### src/rtl/csr_dfh_responder.sv
// csr_dfh_responder: 64-bit AXI4-Lite CSR target for one DFH feature window.
// Optional access counter at offset 0x20 enabled by CSR_DFH_RESP_ACCESS_CNT_EN.
module csr_dfh_responder #(
    parameter int                ADDR_W    = 20,
    parameter logic [ADDR_W-1:0] BASE_ADDR = 'h10000,
    parameter logic [63:0]       DFH_VALUE = 64'h3000_0000_1000_0020,
    parameter logic [63:0]       GUID_L    = 64'h0,
    parameter logic [63:0]       GUID_H    = 64'h0
) (
    input  logic              clk,
    input  logic              rst_n,
    input  logic              awvalid,
    output logic              awready,
    input  logic [ADDR_W-1:0] awaddr,
    input  logic              wvalid,
    output logic              wready,
    input  logic [63:0]       wdata,
    input  logic [7:0]        wstrb,
    output logic              bvalid,
    input  logic              bready,
    output logic [1:0]        bresp,
    input  logic              arvalid,
    output logic              arready,
    input  logic [ADDR_W-1:0] araddr,
    output logic              rvalid,
    input  logic              rready,
    output logic [63:0]       rdata,
    output logic [1:0]        rresp
);
    typedef enum logic [1:0] {W_IDLE, W_ADDR, W_DATA, W_RESP} w_state_e;
    typedef enum logic {R_IDLE, R_DATA} r_state_e;

    w_state_e          w_q, w_d;
    r_state_e          r_q, r_d;
    logic [ADDR_W-1:3] awaddr_q, wa;
    logic [63:0]       wdata_q, wd, wmask;
    logic [7:0]        wstrb_q, ws;
    logic [1:0]        bresp_q, rresp_q;
    logic [63:0]       rdata_q, rd_val, cnt;
    logic [63:0]       scratch_q, scratch_d, test_q, test_d;
    logic              aw_hs, w_hs, ar_hs, upd, in_w, in_r;
    logic [12:0]       woff, roff;
    logic              unused_lsb;

    assign unused_lsb = &{1'b0, awaddr[2:0], araddr[2:0]};

    assign awready = rst_n && (w_q == W_IDLE || w_q == W_DATA);
    assign wready  = rst_n && (w_q == W_IDLE || w_q == W_ADDR);
    assign arready = rst_n && (r_q == R_IDLE);
    assign bvalid  = (w_q == W_RESP);
    assign rvalid  = (r_q == R_DATA);
    assign bresp   = bresp_q;
    assign rresp   = rresp_q;
    assign rdata   = rdata_q;

    assign aw_hs = awvalid && awready;
    assign w_hs  = wvalid && wready;
    assign ar_hs = arvalid && arready;

    // The half captured earlier comes from the holding registers, the other half is live.
    assign wa   = (w_q == W_ADDR) ? awaddr_q : awaddr[ADDR_W-1:3];
    assign wd   = (w_q == W_DATA) ? wdata_q : wdata;
    assign ws   = (w_q == W_DATA) ? wstrb_q : wstrb;
    assign in_w = (wa[ADDR_W-1:16] == BASE_ADDR[ADDR_W-1:16]);
    assign woff = wa[15:3];
    assign in_r = (araddr[ADDR_W-1:16] == BASE_ADDR[ADDR_W-1:16]);
    assign roff = araddr[15:3];

    always_comb begin
        w_d = w_q;
        upd = 1'b0;
        case (w_q)
            W_IDLE: begin
                w_d = (aw_hs && w_hs) ? W_RESP : aw_hs ? W_ADDR : w_hs ? W_DATA : W_IDLE;
                upd = aw_hs && w_hs;
            end
            W_ADDR: begin
                w_d = w_hs ? W_RESP : W_ADDR;
                upd = w_hs;
            end
            W_DATA: begin
                w_d = aw_hs ? W_RESP : W_DATA;
                upd = aw_hs;
            end
            default: w_d = bready ? W_IDLE : W_RESP;
        endcase
    end

    always_comb begin
        r_d = (r_q == R_IDLE) ? (arvalid ? R_DATA : R_IDLE) : (rready ? R_IDLE : R_DATA);
    end

    always_comb begin
        for (int i = 0; i < 8; i++) wmask[8*i +: 8] = {8{ws[i]}};
        scratch_d = (upd && in_w && woff == 13'h3) ? (scratch_q & ~wmask) | (wd & wmask) : scratch_q;
        test_d    = (upd && in_w && woff == 13'h7) ? (test_q & ~wmask) | (wd & wmask) : test_q;
    end

    always_comb begin
        rd_val = !in_r          ? 64'h0     :
                 roff == 13'h0 ? DFH_VALUE :
                 roff == 13'h1 ? GUID_L    :
                 roff == 13'h2 ? GUID_H    :
                 roff == 13'h3 ? scratch_q :
                 roff == 13'h4 ? cnt       :
                 roff == 13'h7 ? test_q    : 64'h0;
    end

    always_ff @(posedge clk or negedge rst_n) begin
        if (!rst_n) begin
            w_q       <= W_IDLE;
            r_q       <= R_IDLE;
            awaddr_q  <= '0;
            wdata_q   <= '0;
            wstrb_q   <= '0;
            bresp_q   <= 2'b00;
            rresp_q   <= 2'b00;
            rdata_q   <= '0;
            scratch_q <= '0;
            test_q    <= '0;
        end else begin
            w_q       <= w_d;
            r_q       <= r_d;
            scratch_q <= scratch_d;
            test_q    <= test_d;
            if (aw_hs) awaddr_q <= awaddr[ADDR_W-1:3];
            if (w_hs) begin
                wdata_q <= wdata;
                wstrb_q <= wstrb;
            end
            if (upd) bresp_q <= in_w ? 2'b00 : 2'b10;
            if (ar_hs) begin
                rdata_q <= rd_val;
                rresp_q <= in_r ? 2'b00 : 2'b10;
            end
        end
    end

`ifdef CSR_DFH_RESP_ACCESS_CNT_EN
    logic [63:0] cnt_q;
    always_ff @(posedge clk or negedge rst_n) begin
        if (!rst_n) cnt_q <= '0;
        else        cnt_q <= cnt_q + 64'(bvalid && bready) + 64'(rvalid && rready);
    end
    assign cnt = cnt_q;
`else
    assign cnt = '0;
`endif
endmodule

### config.mk
export PLATFORM = sky130hd
export DESIGN_NAME = csr_dfh_responder
export DESIGN_NICKNAME = d
export VERILOG_FILES = /design/src/rtl/csr_dfh_responder.sv
export SDC_FILE = /design/constraint.sdc
export NUM_CORES = 1
export LEC_CHECK = 0
export ABC_AREA = 1
export BUFFER_PORTS_ARGS = -buffer_cell sky130_fd_sc_hd__buf_2
export CAP_MARGIN = 20
export CORE_ASPECT_RATIO = 1.75
export CORE_MARGIN = 1.5
export CORE_UTILIZATION = 48
export DETAILED_ROUTE_END_ITERATION = 8
export PLACE_DENSITY = 0.77
export SLEW_MARGIN = 10
export SYNTH_ARGS = -nofsm -noshare
export SYNTH_HDL_FRONTEND = slang
export SYNTH_SLANG_ARGS = --single-unit
### constraint.sdc
create_clock -name clk -period 1.59 [get_ports clk]
set_input_delay 0.318 -clock clk [delete_from_list [all_inputs] [get_ports clk]]
set_output_delay 0.318 -clock clk [all_outputs]
set_load 0.01 [all_outputs]
==> flow_summary.yaml, run 1 <==
setup_path:
  crit_family: "buffers and inverters"
  critPathLaunchType: "flop"
  critical_path_class: "flop to flop"
  slowest_stage: "sky130_fd_sc_hd__dfrtp_2"
  critical_path.n_buffers_inverters: 5
  crit_path_end_kind: "flop"
  cp_data_arrival_time_ps: 2180
  worstPathMaxFanout: 8
  cp_slowest_stage_delay_ps: 440
  crit_path_start: "w_q[0]"
  reg2reg_from: "w_q[0]"
  crit_chain: "inv_2 > buf_12 > nand2_8 > buf_12 > buf_6 > a21oi_4 > nand3_2 > buf_6 > nand2_1 > nand2_1"
  cp.required_ps: 2020
yosys:
  mappedNetlistArea_um2: 13600
  syn-mean-instance-area_um2: 8.18
  number_of_enable_flip_flop_cells_after_synthesis: 0
  synth_async_sr_flop_share_pct: 100
  synth.most_common_cell: "sky130_fd_sc_hd__nand2_1"
  synthTopCellsByArea: "sky130_fd_sc_hd__dfrtp_1, sky130_fd_sc_hd__nand2_1, sky130_fd_sc_hd__nand3_1, sky130_fd_sc_hd__nand4_1, sky130_fd_sc_hd__o21ai_0"
  syn_inst: 1664
  synth_common_cells: "sky130_fd_sc_hd__nand2_1, sky130_fd_sc_hd__dfrtp_1, sky130_fd_sc_hd__nand3_1"
  netlist-cell-type-count: 31
  synth_largest_area_cell: "sky130_fd_sc_hd__dfrtp_1"
  synth.ff_latch_count: 286
  dominantRegCellSynth: "sky130_fd_sc_hd__dfrtp_1"
  synth-seq-area-share_pct: 52.6
  synth_largest_type_area_fraction_pct: 52.6
  synthesis.yosys.warnings: 0
global_routing:
  number_of_global_route_vias_before_repair: 12500
  first_pass_grt_wire_length_um: 62000
  grt.total_usage_pct: 26.7
  antenna_found_initial: 4
  overflow: 0
  grt_max_degree: 157
final_layout:
  fraction_of_layout_instances_using_a_drive_strength_above_1_pct: 24.7
  syn2layout_area_growth_pct: 26.2
  layout.cell_area.non_filler_um2: 17200
  utilization_pct: 61.6
  fillCellCount: 2327
  design.final.nets: 2019
run_status:
  violations: "negative setup slack"
  run_status: "complete, but fails checks"
timing:
  tightest_slew_ps: 910
  clock.fmax_ghz: 0.572
  timing.setup.tns_ps: -11460
  period_needed_ps: 1750
  max-slew-margin-rel_pct: 39.3
  setup_violations: 131
  fin_worst_skew_ps: 14.1
  setup_repair_after_global_routing_missed_its_margin: "yes"
  hold_viol_final: 0
  timing_max_transition_violations_final: 0
  post-route-period-util_pct: 110
  slack_of_the_critical_path_ps: -158
job:
  max_cap_viols: 0
floorplan:
  fp.coreArea_um2: 27900
  starting_density_of_the_core_pct: 48.8
  io-pin-count: 192
  rows: 81
  fp.dieArea_um2: 29400
  chipHeight_um: 226
  die_x_um: 130
clocking:
  cts.clk_slew.worst_paths_ps: 70
  clock_path_buffers: 3
  h-tree-depth: 1
  cts-buffers-inserted: 27
  clk-insertion-delay-late_ps: 550
  tritoncts_clock_tree: "built"
  cts.sinks: 286
  cts.root.buffer_cell: "sky130_fd_sc_hd__clkbuf_16"
placement:
  gp_routability_congestion: 0.912
  dp_hpwl_um: 25100
  count_of_buffers_inserted_at_the_top_level_ports: 183
  dpl_worst_slack_ps: -259
  place_area_um2: 15500
route:
  via_count_of_the_routed_design: 12500
  detail_route.wirelength_um: 38900
  drt_drc_violations_left: 0
  detail_route_antenna_nets: 0
  drt-wirelength-per-cell_um: 16.9
  firstDrtPassIters: 6
  routed_via_density: 5.46
  dr.first_iter.drc_count: 1088
power_and_ir_drop:
  leakage_nw: 9.35
  power.ir.vdd_worst_v: 0.000879
  power_mw: 22.4
  total_power_divided_by_cell_area_nw_per_um2: 1300
min_path:
  hold_path.startpoint: "awaddr[12]"
  class_of_the_tightest_hold_or_removal_check: "input port to flop"
## cell usage in the layout, fill, tap and decap left out, drive strengths merged, types with 3 or more instances in the layout
| cell | n |
|---|---|
| buf | 317 |
| nand4 | 129 |
| clkinv | 6 |
| nor2 | 108 |
| clkbuf | 39 |
| mux2 | 9 |
| o21ai | 81 |
| a21oi | 76 |
| inv | 91 |
| nand3 | 216 |
| dlygate4sd3 | 4 |
| dfrtp | 286 |
| nand2 | 547 |
| diode | 3 |
## per-layer routing
metal  vias up  part of all wire, %  wire length, µm  global-route usage, %
met5         -                0.033               13                      0
met4         2                  6.4             2490                   16.1
met3       133                  5.4             2100                   3.62
met2       455                   51            20000                   46.9
met1      5966                   37            14300                   30.2
li1       5968                    -                -                      -
## cell families (layout without fill, tap and decap cells)
logic type      Yosys count  count (layout)  share of synthesized area, %
simple gates           1003            1003                          32.6
flops                   286             286                          52.6
buf+inv                 207             460                          7.75
compound gates          158             158                          6.22
mux                       9               9                         0.745
other cells               1               5                        0.0276
## timing repair
action | 4_1_cts | 5_1_grt
endpoints found under the setup margin | 132 | 132
buffers inserted | 14 | 3
endpoints found under the hold margin | 14 | 0
gates cloned | 4 | 1
resized for setup | 80 | 46
hold buffers | 4 | 0
pin swaps | 9 | 4
## path summary, 6_finish.rpt
kind                                      to  slack, ps  depth (start not counted)
worst min-delay path            awaddr_q[12]         20                          2
max in group asynchronous           rresp[1]        770                          3
worst min register to register          flop        470                          2
min in group asynchronous          async pin        100                          3
worst max register to register          flop       -160                         10
worst max-delay path                    flop       -160                         10
## where the power goes
part	internal (mW)	switching (mW)	leakage, nW	total [mW]
Combinational	2.57	3.92	5.14	6.49
Sequential	8.53	0.739	3.77	9.27
Clock	3.79	2.80	0.446	6.59
## final cells by class
type | count | area [µm²] | share of cell area (%)
Antenna cell | 3 | 7.51 | 0.0437
Clock buffer | 38 | 797 | 4.64
Clock inverter | 9 | 97.6 | 0.568
Timing Repair Buffer | 322 | 2550 | 14.8
Sequential cell | 286 | 7160 | 41.7
Inverter | 91 | 347 | 2.02
Tap cell | 373 | 467 | 2.72
Multi-Input combinational cell | 1172 | 5750 | 33.5
## per-stage QoR
stage	std cells	hold slack, ps
6_report	2294	24.3
5_1_grt	2294	4.42
4_1_cts	2288	9.59
3_5_place_dp	2219	272
3_3_place_gp	2219	269
2_1_floorplan	1665	22.4
(Power assumes the default switching activity.)
==> run 2: changes to the inputs <==
--- a/config.mk
+++ b/config.mk
@@ -7,10 +7,11 @@
 export LEC_CHECK = 0
 export ABC_AREA = 1
 export BUFFER_PORTS_ARGS = -buffer_cell sky130_fd_sc_hd__buf_2
-export CAP_MARGIN = 20
+export CAP_MARGIN = 30
 export CORE_ASPECT_RATIO = 1.75
 export CORE_MARGIN = 1.5
 export CORE_UTILIZATION = 48
+export CTS_BUF_LIST = sky130_fd_sc_hd__clkbuf_8
 export DETAILED_ROUTE_END_ITERATION = 8
 export PLACE_DENSITY = 0.77
 export SLEW_MARGIN = 10
==> run 2 against run 1 <==
  * The run still ends with negative setup slack left
  * Clock-buffer cell count is 20 higher
  * Setup slack worse by 60 ps
  * Sequential cell count is the same
  * Cell count grew 2.5%
  * Combinational power increased by 6.5%
  * Total power up 0.14%
  * Largest power group unchanged
==> flow_summary.yaml, run 2 (synthesis results as in run 1) <==
run_status:
  run_status: "complete, but fails checks"
  violations: "negative setup slack"
route:
  drt_drc_violations_left: 0
  drt-wirelength-per-cell_um: 17.2
  routed_via_density: 5.48
  firstDrtPassIters: 6
  via_count_of_the_routed_design: 12900
  detail_route.wirelength_um: 40500
  detail_route_antenna_nets: 0
  dr.first_iter.drc_count: 1084
setup_path:
  timing.reg2reg.worst_path_depth: 10
  reg2reg_setup_slack_ps: -220
  worstPathMaxFanout: 8
  cp.required_ps: 2050
  cp_data_arrival_time_ps: 2270
  reg2reg_from: "w_q[1]"
  crit_path_end_kind: "flop"
  critPathLaunchType: "flop"
  critical_path_class: "flop to flop"
power_and_ir_drop:
  power.ir.vdd_worst_v: 0.000833
  power_frac_seq_pct: 41.5
  total_power_divided_by_cell_area_nw_per_um2: 1240
  leakage_nw: 9.64
  switching_share_of_power_pct: 34.7
  power.clock.fraction_pct: 27.6
  internal_power_mw: 14.6
  pwr-share-comb_pct: 30.9
  power.net_switching_mw: 7.76
timing:
  max-slew-margin-rel_pct: 45.0
  clock.fmax_ghz: 0.553
  tightest_slew_ps: 824
  timing_max_transition_violations_final: 0
  setup_repair_after_global_routing_missed_its_margin: "yes"
  period_needed_ps: 1810
  timing.setup.tns_ps: -19360
  slack_of_the_critical_path_ps: -218
  hold_viol_final: 0
  setup_violations: 131
  post-route-period-util_pct: 114
  fin_worst_skew_ps: 22.2
clocking:
  cts.root.buffer_cell: "sky130_fd_sc_hd__clkbuf_8"
  h-tree-depth: 2
  clk-insertion-delay-late_ps: 580
  clock_path_buffers: 3
  cts-buffers-inserted: 42
  tritoncts_clock_tree: "built"
  cts.clk_slew.worst_paths_ps: 70
  cts.sinks: 286
floorplan:
  io-pin-count: 192
  chipHeight_um: 226
  rows: 81
  fp.coreArea_um2: 27900
  fp.dieArea_um2: 29400
  starting_density_of_the_core_pct: 48.8
  die_x_um: 130
final_layout:
  syn2layout_area_growth_pct: 32.4
  utilization_pct: 64.6
  mostFrequentLayoutCell: "sky130_fd_sc_hd__nand2_1"
  fraction_of_layout_instances_using_a_drive_strength_above_1_pct: 28.8
  fillCellCount: 2172
  design.final.nets: 2062
  most-common-layout-cells: "sky130_fd_sc_hd__nand2_1, sky130_fd_sc_hd__dfrtp_1, sky130_fd_sc_hd__nand3_1, sky130_fd_sc_hd__buf_2, sky130_fd_sc_hd__nand4_1"
global_routing:
  antenna_found_initial: 4
  number_of_global_route_vias_before_repair: 12400
  grt.total_usage_pct: 26.2
  grt_max_degree: 157
  overflow: 0
  first_pass_grt_wire_length_um: 60800
min_path:
  class_of_the_tightest_hold_or_removal_check: "input port to flop"
  worstHoldEndpoint: "wdata_q[9]"
  hold_path.startpoint: "wdata[9]"
  hold_path_depth: 3
placement:
  gp_routability_congestion: 0.912
  count_of_buffers_inserted_at_the_top_level_ports: 183
  dp_hpwl_um: 25100
job:
  max_cap_viols: 0
-- run 2: how the worst max path moves through the flow --
stage,startpoint,endpoint,cells past startpoint
2_1_floorplan,w_q[0],flop,9
3_3_place_gp,w_q[0],flop,10
3_5_place_dp,w_q[1],flop,9
4_1_cts,w_q[0],bvalid,4
5_1_grt,w_q[1],flop,10
6_report,w_q[1],flop,10
-- run 2: routing by layer --
layer	share of wire, %	routed length (µm)	up-vias	track usage [%]
li1	-	-	6076	-
met1	37	14900	6169	29.5
met2	51	20800	489	45.4
met3	5.3	2160	153	3.96
met4	6.6	2690	2	17.1
met5	0.032	13	-	0
-- run 2: worst max-delay path: stages (launching register included) --
cell,delay [ps]
sky130_fd_sc_hd__dfrtp_2,450
sky130_fd_sc_hd__inv_2,90
sky130_fd_sc_hd__nand2_4,100
sky130_fd_sc_hd__o21ai_4,240
sky130_fd_sc_hd__inv_4,70
sky130_fd_sc_hd__nor2_8,190
sky130_fd_sc_hd__buf_12,160
sky130_fd_sc_hd__buf_4,120
sky130_fd_sc_hd__nand3_4,110
sky130_fd_sc_hd__nand2_1,100
sky130_fd_sc_hd__nand2_1,60
-- run 2: repair_timing --
action | CTS | global route
setup buffers | 7 | 13
pin swaps | 11 | 6
hold endpoints to repair | 37 | 10
setup endpoints to repair | 132 | 132
hold buffers | 28 | 2
gates cloned | 2 | 6
resized for setup | 39 | 208
-- run 2: final cells by class --
type	count	area [µm²]	share of cell area, %
multi-input combinational	1172	6110	33.9
inverter	91	349	1.94
timing repair buffer	350	3050	16.9
clock inverter	18	77.6	0.431
antenna	3	7.51	0.0417
clock buffer	58	798	4.43
sequential	286	7160	39.7
tap	373	467	2.59
-- run 2: through the flow --
stage | worst slack [ps] | cell area [µm²] | instances | hold WS, ps | total power [mW]
2_1_floorplan | 30.8 | 13600 | 1665 | 22.4 | 12.7
5_1_grt | -261 | 18000 | 2351 | 11.5 | 23.6
4_1_cts | -153 | 17000 | 2332 | 0.735 | 21.1
6_report | -218 | 18000 | 2351 | 18.1 | 22.4
3_3_place_gp | -166 | 15500 | 2219 | 269 | 14.4
3_5_place_dp | -259 | 15500 | 2219 | 272 | 14.7
-- run 2: power by group through the flow --
| stage | logic (mW) | clock network, mW | registers [mW] |
|---|---|---|---|
| after CTS | 5.63 | 6.24 | 9.22 |
| after global placement | 5.17 | 0 | 9.24 |
| after global routing | 7.53 | 6.60 | 9.43 |
| after detailed placement | 5.36 | 0 | 9.34 |
| after floorplan | 3.51 | 0 | 9.18 |
| final | 6.91 | 6.19 | 9.29 |
